$ cat src/rtl/writeback_stage.sv
// -----------------------------------------------------------------------------
// writeback_stage
//
// Final pipeline stage. Accepts one execute result at a time over a
// valid/ready handshake and commits it either to the register-file write
// port (single-cycle pulse) or to data memory over a req/ack write port.
// It also counts retired instructions and keeps two sticky error flags.
//
// Optional feature macro: WB_FWD_EN
//   defined   -> o_fwd_* mirror the register-file write in the WR_REG cycle
//   undefined -> o_fwd_* are tied to zero
//
// Ports
//   clk, reset                  clock (posedge) / synchronous active-high reset
//   i_res_valid, i_opcode,
//   i_res, i_dest_reg,
//   i_dest_addr                 execute-stage result stream
//   o_ready                     stage can accept (drives execute i_next_ready)
//   o_rf_we/o_rf_waddr/
//   o_rf_wdata                  register-file write port
//   o_mem_req/o_mem_addr/
//   o_mem_wdata, i_mem_ack      memory write port (req held until ack/timeout)
//   o_retired                   retired-instruction count (wraps)
//   o_bad_opc, o_mem_err        sticky flags: unknown opcode / memory timeout
//   o_fwd_valid/o_fwd_reg/
//   o_fwd_data                  forwarding port
// -----------------------------------------------------------------------------
`ifndef DATA_WIDTH
`define DATA_WIDTH 32
`endif
`ifndef ADDRESS_WIDTH
`define ADDRESS_WIDTH 32
`endif
`ifndef OPC_XOR
`define OPC_XOR   8'h10
`endif
`ifndef OPC_ADD
`define OPC_ADD   8'h11
`endif
`ifndef OPC_SUB
`define OPC_SUB   8'h12
`endif
`ifndef OPC_STORE
`define OPC_STORE 8'h20
`endif

module writeback_stage #(
  parameter int DATA_WIDTH    = `DATA_WIDTH,
  parameter int ADDRESS_WIDTH = `ADDRESS_WIDTH,
  parameter int CNT_WIDTH     = 32,
  parameter int MEM_TIMEOUT   = 16
) (
  input  logic                     clk,
  input  logic                     reset,
  input  logic                     i_res_valid,
  input  logic [7:0]               i_opcode,
  input  logic [DATA_WIDTH-1:0]    i_res,
  input  logic [3:0]               i_dest_reg,
  input  logic [ADDRESS_WIDTH-1:0] i_dest_addr,
  output logic                     o_ready,
  output logic                     o_rf_we,
  output logic [3:0]               o_rf_waddr,
  output logic [DATA_WIDTH-1:0]    o_rf_wdata,
  output logic                     o_mem_req,
  output logic [ADDRESS_WIDTH-1:0] o_mem_addr,
  output logic [DATA_WIDTH-1:0]    o_mem_wdata,
  input  logic                     i_mem_ack,
  output logic [CNT_WIDTH-1:0]     o_retired,
  output logic                     o_bad_opc,
  output logic                     o_mem_err,
  output logic                     o_fwd_valid,
  output logic [3:0]               o_fwd_reg,
  output logic [DATA_WIDTH-1:0]    o_fwd_data
);

  // Wide enough to hold MEM_TIMEOUT-1; a 1-bit counter suffices for 0/1.
  localparam int TMO_W = (MEM_TIMEOUT < 2) ? 1 : $clog2(MEM_TIMEOUT + 1);

  typedef enum logic [1:0] {
    IDLE   = 2'd0,
    WR_REG = 2'd1,
    WR_MEM = 2'd2,
    DROP   = 2'd3
  } state_t;

  state_t                     state_reg,   state_next;
  logic [DATA_WIDTH-1:0]      res_reg,     res_next;
  logic [3:0]                 dest_reg_reg, dest_reg_next;
  logic [ADDRESS_WIDTH-1:0]   addr_reg,    addr_next;
  logic [TMO_W-1:0]           tmo_cnt_reg, tmo_cnt_next;
  logic [CNT_WIDTH-1:0]       retired_reg, retired_next;
  logic                       bad_opc_reg, bad_opc_next;
  logic                       mem_err_reg, mem_err_next;
  logic                       tmo_hit;

  // Last waiting cycle before giving up; never fires when MEM_TIMEOUT is 0.
  assign tmo_hit = (MEM_TIMEOUT != 0) && (32'(tmo_cnt_reg) == MEM_TIMEOUT - 1);

  always_ff @(posedge clk) begin
    if (reset) begin
      state_reg    <= IDLE;
      res_reg      <= '0;
      dest_reg_reg <= '0;
      addr_reg     <= '0;
      tmo_cnt_reg  <= '0;
      retired_reg  <= '0;
      bad_opc_reg  <= 1'b0;
      mem_err_reg  <= 1'b0;
    end else begin
      state_reg    <= state_next;
      res_reg      <= res_next;
      dest_reg_reg <= dest_reg_next;
      addr_reg     <= addr_next;
      tmo_cnt_reg  <= tmo_cnt_next;
      retired_reg  <= retired_next;
      bad_opc_reg  <= bad_opc_next;
      mem_err_reg  <= mem_err_next;
    end
  end

  always_comb begin
    state_next    = state_reg;
    res_next      = res_reg;
    dest_reg_next = dest_reg_reg;
    addr_next     = addr_reg;
    tmo_cnt_next  = tmo_cnt_reg;
    retired_next  = retired_reg;
    bad_opc_next  = bad_opc_reg;
    mem_err_next  = mem_err_reg;

    case (state_reg)
      IDLE: begin
        // o_ready is high exactly in IDLE, so valid alone means a transfer.
        if (i_res_valid) begin
          res_next      = i_res;
          dest_reg_next = i_dest_reg;
          addr_next     = i_dest_addr;
          tmo_cnt_next  = '0;
          case (i_opcode)
            `OPC_XOR, `OPC_ADD, `OPC_SUB: state_next = WR_REG;
            `OPC_STORE:                   state_next = WR_MEM;
            default:                      state_next = DROP;
          endcase
        end
      end
      WR_REG: begin
        retired_next = retired_reg + CNT_WIDTH'(1);
        state_next   = IDLE;
      end
      WR_MEM: begin
        if (i_mem_ack) begin
          retired_next = retired_reg + CNT_WIDTH'(1);
          tmo_cnt_next = '0;
          state_next   = IDLE;
        end else if (tmo_hit) begin
          // Abandon the store: flag it, but it does not count as retired.
          mem_err_next = 1'b1;
          tmo_cnt_next = '0;
          state_next   = IDLE;
        end else begin
          tmo_cnt_next = tmo_cnt_reg + TMO_W'(1);
        end
      end
      DROP: begin
        bad_opc_next = 1'b1;
        retired_next = retired_reg + CNT_WIDTH'(1);
        state_next   = IDLE;
      end
      default: state_next = IDLE;
    endcase
  end

  // Write ports show data only while their strobe is active, so they read
  // zero at reset and between transactions.
  assign o_ready     = (state_reg == IDLE);
  assign o_rf_we     = (state_reg == WR_REG);
  assign o_rf_waddr  = o_rf_we ? dest_reg_reg : '0;
  assign o_rf_wdata  = o_rf_we ? res_reg : '0;
  assign o_mem_req   = (state_reg == WR_MEM);
  assign o_mem_addr  = o_mem_req ? addr_reg : '0;
  assign o_mem_wdata = o_mem_req ? res_reg : '0;
  assign o_retired   = retired_reg;
  assign o_bad_opc   = bad_opc_reg;
  assign o_mem_err   = mem_err_reg;

`ifdef WB_FWD_EN
  assign o_fwd_valid = o_rf_we;
  assign o_fwd_reg   = o_rf_waddr;
  assign o_fwd_data  = o_rf_wdata;
`else
  assign o_fwd_valid = 1'b0;
  assign o_fwd_reg   = '0;
  assign o_fwd_data  = '0;
`endif

endmodule

$ cat config.mk
export PLATFORM = sky130hd
export DESIGN_NAME = writeback_stage
export DESIGN_NICKNAME = d
export VERILOG_FILES = /design/src/rtl/writeback_stage.sv
export SDC_FILE = /design/constraint.sdc
export NUM_CORES = 1
export LEC_CHECK = 0
export CORE_UTILIZATION = 40
export CTS_CLUSTER_SIZE = 28
export DETAILED_ROUTE_END_ITERATION = 12
export HOLD_SLACK_MARGIN = 0.02
export PLACE_DENSITY = 0.79
export SLEW_MARGIN = 20
export SYNTH_ARGS = -nofsm -noshare
export SYNTH_HDL_FRONTEND = slang
export SYNTH_SLANG_ARGS = --single-unit
$ cat constraint.sdc
create_clock -name clk -period 3.07 [get_ports clk]
set_clock_uncertainty 0.2 [all_clocks]
set_input_delay 0.614 -clock clk [delete_from_list [all_inputs] [get_ports clk]]
set_output_delay 0.614 -clock clk [all_outputs]
set_load 0.02 [all_outputs]
Word level (Yosys, flattened, before mapping) --
Index checks and enable logic that the tools add are counted.
Storage, ports and cells: input bits 80, register bits 109, output and inout port bits 174, logic and storage cells 47
Operators by class: equal/unequal tests 11, muxes and demuxes 15, add/subtract/negate cells 2, reduce and logical (&&, ||, !) cells 10, bitwise operators 1
Operators with widths (count):
- two-way mux 32 bit | 4
- case mux 32 bit (2 select lines) | 1
- adder 32 x 1 -> 32 bit (second input constant) | 1
- equality test 8 x 5 -> 1 bit (second input constant) | 3
- two-way mux 5 bit | 3
- case mux 5 bit (2 select lines) | 1
- equality test 8 x 6 -> 1 bit (second input constant) | 1
- AND reduction 2 bit | 4
- two-way mux 2 bit | 3
- case mux 2 bit (3 select lines) | 1
- adder 5 x 1 -> 5 bit (second input constant) | 1
- equality test 5 x 4 -> 1 bit (second input constant) | 1
- equality test 2 bit (second input constant) | 2
- two-way mux 4 bit | 1
- case mux 2 bit (2 select lines) | 1
- nonzero test 2 bit | 2
- != test 3 x 1 -> 1 bit (second input constant) | 1
- AND reduction 3 bit | 1
- OR reduction 3 bit | 1
- equality test 2 x 1 -> 1 bit (second input constant) | 1
- zero test 2 bit | 1
- != test 2 x 1 -> 1 bit (second input constant) | 1
- != test 2 bit (second input constant) | 1
- OR reduction 2 bit | 1
- inverter 1 bit | 1

Logic depth before layout (Yosys ltp) --
word-level depth 5, mapped depth 6, depth with buffers taken out 5

Least setup slack after synthesis --
No wires, ideal clock.
path kind register to register, start register retired_reg[13] (netlist: o_retired[13]), end register retired_reg[31] (netlist: o_retired[31]), cell stages (with the launch flop) 7, period minus slack after synthesis 2360 ps, data arrival time 2039 ps, required time 2749 ps, slack 710 ps, library setup time 121 ps, path buffers 2, cells stage by stage dfxtp_1 -> nand4_2 -> or4_1 -> buf_2 -> buf_6 -> nor4_2 -> mux2_2
Between the ends: longest elaborated chain between the ends 3
Ends and longest elaborated chain:
- start, declared | RTL line 91 | logic [CNT_WIDTH-1:0] retired_reg, retired_next;
- start signal, assigned | RTL line 115 | retired_reg <= retired_next;
- adder 32 x 1 -> 32 bit * | RTL line 147, 152, 166
- two-way mux 32 bit | RTL line 151 | if (i_mem_ack) begin
- case mux 32 bit (2 select lines) * | RTL line 131 | case (state_reg)
Every way passes the cells marked *; elsewhere a longest branch is shown, timed or not. The select of a mux whose other input is x is not followed. A chain may end at the register's enable or synchronous reset.

Worst setup path in the final report --
start register state_reg[0], end output port o_mem_addr[22]
Between the ends: longest elaborated chain between the ends 2
Ends and longest elaborated chain:
- start, declared | RTL line 86 | state_t state_reg, state_next;
- start signal, assigned | RTL line 110 | state_reg <= state_next;
- equality test 2 bit | RTL line 179 | assign o_mem_req = (state_reg == WR_MEM);
- two-way mux 32 bit | RTL line 180 | assign o_mem_addr = o_mem_req ? addr_reg : '0;
- end, declared | RTL line 65 | output logic [ADDRESS_WIDTH-1:0] o_mem_addr,
No other way between the ends.

==> results.json <==
{
  "status": "finished clean",
  "r2r-end": "o_retired[31]",
  "finalSetupTns_ps": 0,
  "num_io_pins": 254,
  "dp_slack_ps": 176.0,
  "core_um2": 12720,
  "crit_fanout": 30,
  "grt_max_degree": 62,
  "rsz0062_at_grt": "no",
  "power_uw": 3060,
  "end_kind": "primary output",
  "postSynthCellCount": 676,
  "wl_per_cell_um": 13.84,
  "reg2reg_depth": 4,
  "layout_commonest_cell": "clkdlybuf4s50_1",
  "place_congestion": 0.7772,
  "hold_viol_final": 0,
  "start_util": 0.4124,
  "p_leak_uw": 0.002840,
  "synth-seq-cells": 109,
  "layout_common_cells": "clkdlybuf4s50_1, nand2_1, dfxtp_1",
  "dp_cells": 1030,
  "arrival_ps": 2140,
  "ctsRootBufferMaster": "clkbuf_16",
  "synth_compound_area_frac": 0.1169,
  "holdBufCountCts": 0,
  "r2r_start": "o_retired[12]",
  "fin_ws_ps": 119.3,
  "wl_met1_um": 6289,
  "ant_nets": 0,
  "cp.required_ps": 2260,
  "cp.depth": 5,
  "syn_avg_cell_area_um2": 7.761,
  "synth_mux_area_frac": 0.01049,
  "rows": 41,
  "synth_xor_area_frac": 0.01669,
  "synth_seq_area_share": 0.4159,
  "synth_warnings": 0,
  "crit_start": "state_reg[0]",
  "final_layout_size_suffix_gt1_frac": 0.04248,
  "crit_slowest_cell": "clkdlybuf4s50_1",
  "fp.dieW_um": 116.5,
  "wl_um": 14440,
  "vias": 5012,
  "antenna_found_initial": 0,
  "grt_pass1_wl_um": 22040,
  "synthSimpleGateAreaFrac": 0.3365,
  "clkSlewWorstSetupHoldPaths_ps": 70,
  "worst_pin_slew_ps": 588.1,
  "grt_usage": 0.2065,
  "numCtsBuffers": 9,
  "critPathKind": "flop to primary output",
  "clock_latency_ps": 340,
  "setup.worst_path.end": "o_mem_addr[22]",
  "ctsHtreeMaxLevel": 3,
  "layout.nets": 951,
  "dieHeight_um": 116.5,
  "final_cells": 1043,
  "synth_cell_types": 41,
  "power_density_nw_per_um2": 397.2,
  "max_slew_margin": 0.6079,
  "path_cells": "nand2b_1, inv_1, buf_6, and2_1, clkdlybuf4s50_1",
  "fin_crit_ps": 2951,
  "utilization": 0.6056,
  "finalCritPeriodShare": 0.9611,
  "wl_met2_um": 7135,
  "synth_fa_ha_area_frac": 0.004770,
  "drtIter0Drc": 234,
  "synthesis.area_um2": 5246,
  "drc": 0,
  "overflow": 0,
  "top_layer_used": "met4",
  "crit_buf_inv": 3,
  "grt_pass1_vias": 4377,
  "hpwlAfterDp_um": 9994,
  "setup_viol": 0,
  "synth_top_family_by_area": "simple AND/OR/NAND/NOR gates",
  "cap_violations": 0,
  "die_area_um2": 13580,
  "slowest_delay_ps": 620,
  "critPathLaunchType": "flop",
  "cts_buffer_depth": 2,
  "antenna_cells": 0,
  "detailedRoute.firstPassIterationCount": 4,
  "cts.sinks": 109,
  "vdd_drop_max_mv": 0.2500,
  "critPathTopFamily": "buffers and inverters",
  "slew_viol_final": 0,
  "r2r_slack_ps": 600,
  "cts_tree": "done",
  "io_buffer_count": 216,
  "min-delay-path-class": "flop to flop",
  "viasPerCell": 4.805,
  "route.met3.wl_um": 845,
  "fmax_mhz": 338.9,
  "synthToLayoutAreaGrowth_pct": 46.86
}
[cell type report]
cell class	instances	area [µm²]
clock buffers	11	242.7
clock inverters	2	12.51
fillers	1162	5017
inverters	7	26.28
multi-input cells	513	2695
flip-flops and latches	109	2182
well taps	172	215.2
repair buffers	229	2331
[synthesized netlist by cell type (all sizes together)]
cell type  count  share of area
nand4b         1         0.0017
dfxtp        109           0.42
buf           41          0.058
nor2          23          0.016
ha             2         0.0048
and2         102           0.12
nand2b         1         0.0012
a21oi         94          0.090
or4           15          0.021
nor4           8          0.012
nand4          7         0.0095
mux2           4         0.0086
nor2b          4         0.0048
inv            7         0.0050
nor3           4         0.0038
mux2i          1         0.0019
a21o           1         0.0014
nor4b          3         0.0050
a211oi         1         0.0014
nand3         10         0.0095
or3            5         0.0060
and4b          1         0.0019
clkbuf        42          0.035
nand3b         2         0.0029
xnor2          8          0.013
and4           3         0.0052
or4b           1         0.0019
conb           1        0.00071
nand2        152           0.11
o21ai          6         0.0057
xor2           2         0.0033
o31ai         13          0.019
nor3b          2         0.0029
[power breakdown]
part | leakage (µW) | switching [µW] | internal [µW]
clock | 0.000123 | 486 | 558
combinational | 0.00183 | 275 | 226
sequential | 0.000889 | 36.3 | 1480
[through the flow]
stage          area (µm²)  hold slack, ps
3_5_place_dp         7438           241.8
4_1_cts              7694           251.4
5_1_grt              7705           265.8
6_report             7705           247.6
3_3_place_gp         7438           236.7
2_1_floorplan        5381           231.7
[timing repair]
item / CTS / global route
setup buffers: 0 / 0
resized for setup: 0 / 4
endpoints found under the setup margin: 0 / 29
[kinds of logic after synthesis]
family / Yosys count
and+or+nand+nor: 344
AOI/OAI and AO/OA: 115
DFF: 109
buffers and inverters: 90
xor gates and xnor gates: 10
muxes: 5
adders and majority gates: 2
other: 1
[worst min-delay path by stage]
stage | start | to | cells after the start
after floorplan | addr_reg[0] | addr_reg[0] | 2
final | dest_reg_reg[0] | dest_reg_reg[0] | 2
after global routing | addr_reg[2] | addr_reg[2] | 2
after global placement | addr_reg[31] | addr_reg[31] | 2
after detailed placement | addr_reg[28] | addr_reg[28] | 2
after CTS | addr_reg[7] | addr_reg[7] | 2
[worst min-delay path: cells and delay by family (launching register included)]
family / cells / cell delay [ps]
simple gates: 1 / 50
flops: 1 / 300
compound gates: 1 / 50
[routing by layer]
metal | GRT usage | vias up
li1 | - | 2539
met1 | 0.2571 | 2312
met2 | 0.3625 | 148
met3 | 0.03477 | 13
met4 | 0.06410 | 0
met5 | 0 | -
(Power assumes the default switching activity.)
